$ cat src/rtl/req_ack_responder.sv
// req_ack_responder: four-phase req/ack responder with programmable ack delay, response word and transaction count
module req_ack_responder #(
  parameter int DATA_W    = 8,
  parameter int ACK_DELAY = 2,
  parameter int CNT_W     = 8
) (
  input  logic              clk,
  input  logic              rst,
  input  logic              req,
  input  logic [DATA_W-1:0] req_data,
  output logic              ack,
  output logic [DATA_W-1:0] rsp_data,
  output logic              busy,
  output logic              err,
  output logic [CNT_W-1:0]  txn_cnt
);
  localparam int CW = ACK_DELAY > 1 ? $clog2(ACK_DELAY) : 1;
  typedef enum logic [1:0] {S_IDLE, S_WAIT, S_ACK, S_REL} state_t;
  state_t            state;
  logic [CW-1:0]     cnt;
  logic [DATA_W-1:0] d;
  // handshake FSM; every output is registered and err defaults low so it only pulses after a WAIT abort
  always_ff @(posedge clk) begin
    if (rst) begin
      state    <= S_IDLE;
      cnt      <= '0;
      d        <= '0;
      ack      <= 1'b0;
      rsp_data <= '0;
      busy     <= 1'b0;
      err      <= 1'b0;
      txn_cnt  <= '0;
    end else begin
      err <= 1'b0;
      case (state)
        S_IDLE: if (req) begin
          d    <= req_data;
          busy <= 1'b1;
          if (ACK_DELAY == 0) begin
            state    <= S_ACK;
            ack      <= 1'b1;
            rsp_data <= req_data + 1'b1;
          end else begin
            state <= S_WAIT;
            cnt   <= CW'(ACK_DELAY - 1);
          end
        end
        S_WAIT: if (!req) begin
          err   <= 1'b1;
          busy  <= 1'b0;
          state <= S_IDLE;
        end else if (cnt == '0) begin
          state    <= S_ACK;
          ack      <= 1'b1;
          rsp_data <= d + 1'b1;
        end else begin
          cnt <= cnt - 1'b1;
        end
        S_ACK: if (!req) begin
          ack     <= 1'b0;
          busy    <= 1'b0;
          txn_cnt <= txn_cnt + 1'b1;
          state   <= S_REL;
        end
        S_REL: begin
          rsp_data <= '0;
          state    <= S_IDLE;
        end
        default: state <= S_IDLE;
      endcase
    end
  end
endmodule
$ cat config.mk
export PLATFORM = sky130hd
export DESIGN_NAME = req_ack_responder
export DESIGN_NICKNAME = d
export VERILOG_FILES = /design/src/rtl/req_ack_responder.sv
export SDC_FILE = /design/constraint.sdc
export NUM_CORES = 1
export LEC_CHECK = 0
export ABC_AREA = 1
export ABC_CLOCK_PERIOD_IN_PS = 3150
export BUFFER_PORTS_ARGS = -buffer_cell sky130_fd_sc_hd__buf_2
export CAP_MARGIN = 25
export CORE_MARGIN = 8
export CORE_UTILIZATION = 50
export DETAILED_ROUTE_END_ITERATION = 6
export GPL_ROUTABILITY_DRIVEN = 1
export PLACE_DENSITY_LB_ADDON = 0.25
export REMOVE_ABC_BUFFERS = 1
export SLEW_MARGIN = 5
export SYNTH_ARGS = -nofsm -noshare
export SYNTH_HDL_FRONTEND = slang
export SYNTH_SLANG_ARGS = --single-unit
$ cat constraint.sdc
create_clock -name clk -period 3.15 [get_ports clk]
set_input_delay 0.1575 -clock clk [delete_from_list [all_inputs] [get_ports clk]]
set_output_delay 0.1575 -clock clk [all_outputs]
set_load 0.1 [all_outputs]
==> results of run 1 <==
-- cell families after synthesis --
| kind of cell | Yosys count | synth area share |
|---|---|---|
| adders and majority gates | 8 | 0.0723 |
| buffers and inverters | 25 | 0.0696 |
| and+or+nand+nor | 85 | 0.268 |
| AOI/OAI and AO/OA | 40 | 0.156 |
| DFF | 30 | 0.434 |
-- sequential cells by signal, indices dropped and copies added (netlist names), named ones only --
| signal | cells |
|---|---|
| state | 1 |
| err | 1 |
| d | 8 |
| txn_cnt | 8 |
| ack | 1 |
| busy | 1 |
| rsp_data | 8 |
| cnt | 1 |
-- critical path, cell delays in order, from the launching register on --
cell and delay, ps:
dfxtp_1 440, inv_1 120, ha_1 250, nand2_1 370
inv_1 140, o21ai_0 220, nor2_1 70
-- area by class of cell --
cell class | count | area share
clock inverter | 2 | 0.00625
inverter | 22 | 0.0516
timing repair buffer | 29 | 0.0906
tap | 31 | 0.0242
clock buffer | 5 | 0.0234
multi-input combinational | 133 | 0.429
sequential | 30 | 0.375
-- power groups by stage --
stage / registers, mW / clock network, mW / logic [mW]
2_1_floorplan: 0.792 / 0 / 0.276
3_3_place_gp: 0.524 / 0 / 0.650
3_5_place_dp: 0.527 / 0 / 0.672
4_1_cts: 0.519 / 0.218 / 0.675
5_1_grt: 0.532 / 0.233 / 0.731
6_report: 0.519 / 0.212 / 0.674
-- per-layer routing --
metal  up-vias  GRT usage  wire length, um
li1        674          -                -
met1       595      0.141             1340
met2        28      0.281             1580
met3         7     0.0501              184
met4         0     0.0793               68
met5         -          0                0
-- how the worst max path moves through the flow --
| stage | depth (start not counted) | to | slack (ps) |
|---|---|---|---|
| 6_report | 6 | cnt | 1440 |
| 5_1_grt | 9 | txn_cnt[6] | 1300 |
| 4_1_cts | 6 | cnt | 1470 |
| 3_5_place_dp | 6 | cnt | 1480 |
| 3_3_place_gp | 9 | txn_cnt[6] | 1590 |
| 2_1_floorplan | 6 | txn_cnt[6] | 1310 |
-- synth_stat cells --
master	instances
o21a_1	1
ha_1	8
inv_1	21
nand3_1	12
nor2_4	1
and2_1	1
o21ai_0	14
o31ai_1	1
nand3_2	1
nand2_2	1
nor3b_1	1
nor3_1	1
clkbuf_1	1
buf_2	2
a21oi_1	21
o211ai_1	2
inv_2	1
a21boi_2	1
nor3_4	1
dfxtp_1	30
nor2_1	25
nand2_1	41
-- through the flow --
| stage | instance area [um^2] | setup WS [ps] |
|---|---|---|
| final | 1600 | 1440 |
| after global routing | 1600 | 1300 |
| after CTS | 1600 | 1470 |
| after detailed placement | 1550 | 1480 |
| after global placement | 1550 | 1590 |
| after floorplan | 1370 | 1310 |
==> flow_summary.toml, run 1 <==
[global_routing]
grt_pass1_wl_mm = 5.31
grt_max_degree = 17
grt_pass1_vias = 1320
grt_use_total = 0.150
antenna_found_initial = 0
overflow = 0

[sta]
setup_violations = 0
fin_crit_sh = 0.542
finClkSkew_ps = 8.92
drv_slew = 0
maxSlewHeadroom = 0.579
max_freq_mhz = 585
tns_ps = 0
worstMarginPinSlew_ps = 629
hold_ws_ps = 91.2
fin_crit_ps = 1710
hold_viol_final = 0
rsz0062_at_grt = "false"

[logic_synthesis]
yosys.area.top_type = "dfxtp_1"
syn_avg_cell_area_um2 = 7.36
synth_seq_cells = 30
ys_seq_area_frac = 0.434
synth_top_area_frac = 0.434
syn_inst = 188
synthTopCellsByArea = "dfxtp_1, nand2_1, a21oi_1"
yosysWarnings = 0
yosysUniqueCellTypes = 22
mappedNetlistArea_mm2 = 0.00138

[clocking]
clockBufferDepth = 2
clkTransAtPathRegs_ps = 100
numCtsBuffers = 5
clk_latency_ps = 330
cts_resized = 0
cts.sinks = 30
post_cts_buffers = 0
cts-hold-fix-buffers = 0
htree_num_levels = 2
cts-root-buf = "clkbuf_4"
cts_tree = "done"

[final_layout]
stdcell_count = 252
seq_area_um2 = 601
syn_to_final_growth_pct = 15.7
nFillCells = 285
mostFrequentLayoutCell = "nand2_1"
antenna_cells = 0
final_cell_mix = "nand2_1, dfxtp_1, buf_2, nor2_1"
utilization = 0.596
fin_nets = 240
drive_gt1_frac = 0.190
multi_input_area_um2 = 687

[critical_path]
rrSetupSlack_ps = 1440
r2r_end = "cnt"
end_kind = "flop"
crit_required_ps = 3380
rr_startpoint = "state[0]"
crit_fanout = 15
crit_start = "state[0]"
rr_worst_depth = 6
crit_type = "reg2reg"
crit_path_start_kind = "flop"
crit_arrival_ps = 1940

[power]
power_frac_comb = 0.480
leakage_nw = 0.771
switchingPower_mw = 0.715
p_per_area_mw_per_mm2 = 877
intPower_mw = 0.690
p_total_mw = 1.41
power_frac_seq = 0.369
p_clk_frac = 0.151
max-vdd-ir-drop_v = 0.000566
switching_share = 0.509

[place]
place_hpwl_mm = 2.37
dp.cells = 245
io_buffers = 29
place_congestion = 0.838

[floorplanning]
row_count = 19
num_io_pins = 30
die_w_um = 68.6
core_mm2 = 0.00269
initial_utilization = 0.515
die_h_um = 68.6
die_area_mm2 = 0.00471

[run]
maxCapViolCount = 0

[run_status]
status = "finished, final reports clean"

[hold_path]
hold_path_depth = 3
hold_path_end = "d[1]"
worstHoldStart = "req_data[1]"
hp-class = "in2reg"

[detailed_routing]
routed_wl_mm = 3.17
drt-wirelength-per-cell_um = 12.6
first_iter_violations = 72
drc = 0
routed_via_density = 5.17
drt_pass1_iterations = 4
num_vias = 1304
final_antenna_net_count = 0
Note: power is estimated with default switching activity, not from simulation.
==> run 2: changes to the inputs <==
--- a/config.mk
+++ b/config.mk
@@ -6,11 +6,11 @@
 export NUM_CORES = 1
 export LEC_CHECK = 0
 export ABC_AREA = 1
-export ABC_CLOCK_PERIOD_IN_PS = 3150
+export ABC_CLOCK_PERIOD_IN_PS = 1500
 export BUFFER_PORTS_ARGS = -buffer_cell sky130_fd_sc_hd__buf_2
 export CAP_MARGIN = 25
 export CORE_MARGIN = 8
-export CORE_UTILIZATION = 50
+export CORE_UTILIZATION = 47
 export DETAILED_ROUTE_END_ITERATION = 6
 export GPL_ROUTABILITY_DRIVEN = 1
 export PLACE_DENSITY_LB_ADDON = 0.25
==> constraint.sdc (replaced) <==
create_clock -name clk -period 1.5 [get_ports clk]
set_input_delay 0.075 -clock clk [delete_from_list [all_inputs] [get_ports clk]]
set_output_delay 0.075 -clock clk [all_outputs]
set_load 0.1 [all_outputs]
==> run 2 against run 1 <==
Power grew 130%; count of clock-buffer cells in the layout grew 2; non-clock buffer count grew 9; largest power group unchanged.
==> flow_summary.toml, run 2 (same netlist as run 1, synthesis figures left out) <==
[global_routing]
grt_pass1_wl_mm = 5.58
grt_max_degree = 17
grt_pass1_vias = 1292
overflow = 0
antenna_found_initial = 0
grt_use_total = 0.139

[critical_path]
crit_start = "state[0]"
end_kind = "flop"
rr_worst_depth = 9
crit_fanout = 6
rrSetupSlack_ps = 100
crit_path_start_kind = "flop"
crit_path_top_delay_cell = "dfxtp_4"
crit_family = "simple AND/OR/NAND/NOR gates"
r2r_end = "txn_cnt[6]"
crit_type = "reg2reg"
crit_chain = "inv_4, ha_4, inv_1, nor2_2, inv_2, nor3_4, nand3_1, nand2_1, nor2_1"
slowest_delay_ps = 380
crit_arrival_ps = 1640
crit_required_ps = 1740
path_buf_inv = 3
rr_startpoint = "state[0]"

[detailed_routing]
routed_via_density = 5.20
first_iter_violations = 87
drt_pass1_iterations = 4
final_antenna_net_count = 0
drt-wirelength-per-cell_um = 12.5
drc = 0
num_vias = 1362
routed_wl_mm = 3.29

[sta]
fin_crit_ps = 1400
fin_crit_sh = 0.937
finClkSkew_ps = 7.47
tns_ps = 0
setup_violations = 0
maxSlewHeadroom = 0.676
hold_viol_final = 0
drv_slew = 0
max_freq_mhz = 712
worstMarginPinSlew_ps = 490

[final_layout]
syn_to_final_growth_pct = 26.3
antenna_cells = 0
drive_gt1_frac = 0.260
final_cell_mix = "nand2_1, buf_2, dfxtp_1, nor2_1, a21oi_1"
top_regs = "d x8, rsp_data x8, txn_cnt x8"
fin_nets = 249
nFillCells = 247
mostFrequentLayoutCell = "nand2_1"

[place]
io_buffers = 29
place_congestion = 0.780
place_hpwl_mm = 2.44

[power]
leakage_nw = 0.824
p_per_area_mw_per_mm2 = 1820
p_total_mw = 3.18
max-vdd-ir-drop_v = 0.00128

[floorplanning]
initial_utilization = 0.498
num_io_pins = 30
row_count = 19
die_w_um = 70.3
die_area_mm2 = 0.00494
core_mm2 = 0.00278
die_h_um = 70.3

[clocking]
clkTransAtPathRegs_ps = 100
clockBufferDepth = 2
cts.sinks = 30
clk_latency_ps = 340
cts-root-buf = "clkbuf_4"
numCtsBuffers = 5
cts_tree = "done"
htree_num_levels = 2

[run_status]
status = "finished, final reports clean"

[run]
maxCapViolCount = 0

[hold_path]
hold_path_depth = 3
hp-class = "in2reg"
hold_path_end = "d[4]"
worstHoldStart = "req_data[4]"
==> run 2: what timing repair did <==
action                                  CTS  global route
endpoints found under the setup margin   11            15
setup buffers                             2             1
hold buffers                              3             0
resized for setup                         5            12
endpoints found under the hold margin     3             0
pin swaps                                 2             3
==> run 2: worst min-delay path, stage by stage <==
cell and delay [ps]:
buf_2 70, o21ai_0 80, a21oi_1 100
==> run 2: layout make-up <==
| class | instances | area, um^2 | area share |
|---|---|---|---|
| clock buffer | 7 | 55.1 | 0.0315 |
| clock inverter | 1 | 5.00 | 0.00286 |
| inverter | 22 | 85.1 | 0.0487 |
| multi-input combinational | 133 | 723 | 0.414 |
| sequential | 30 | 608 | 0.348 |
| tap | 31 | 38.8 | 0.0222 |
| timing repair buffer | 38 | 233 | 0.133 |
==> run 2: worst max-delay path by stage <==
stage	endpoint	cells after the start	slack, ps
6_report	txn_cnt[6]	9	100
3_3_place_gp	txn_cnt[6]	9	50
5_1_grt	rsp_data[3]	7	-9
4_1_cts	rsp_data[5]	7	4
2_1_floorplan	txn_cnt[6]	6	-340
3_5_place_dp	rsp_data[5]	5	-80
==> run 2: where the power goes <==
part           total [mW]  leakage (nW)  switching [mW]  internal, mW
clock network       0.513        0.0353           0.287         0.227
registers            1.12         0.247           0.140         0.983
logic                1.54         0.542            1.12         0.419
==> run 2: stage by stage <==
step	cell area [um^2]	instances	setup WS, ps	utilization	hold WS [ps]
after floorplan	1370	185	-343	-	144
after global placement	1590	248	46.1	0.571	322
after detailed placement	1590	248	-76.0	0.571	342
after CTS	1700	261	4.09	0.611	7.28
after global routing	1750	262	-8.82	0.628	28.6
final	1750	262	95.1	0.628	16.3
==> run 2: metal layers <==
metal  vias to the layer above  GRT usage  share of wire
met2                        50      0.228           0.50
met4                         0     0.0692          0.020
met5                         -          0              0
met1                       615      0.149           0.40
met3                         6     0.0579          0.076
li1                        691          -              -
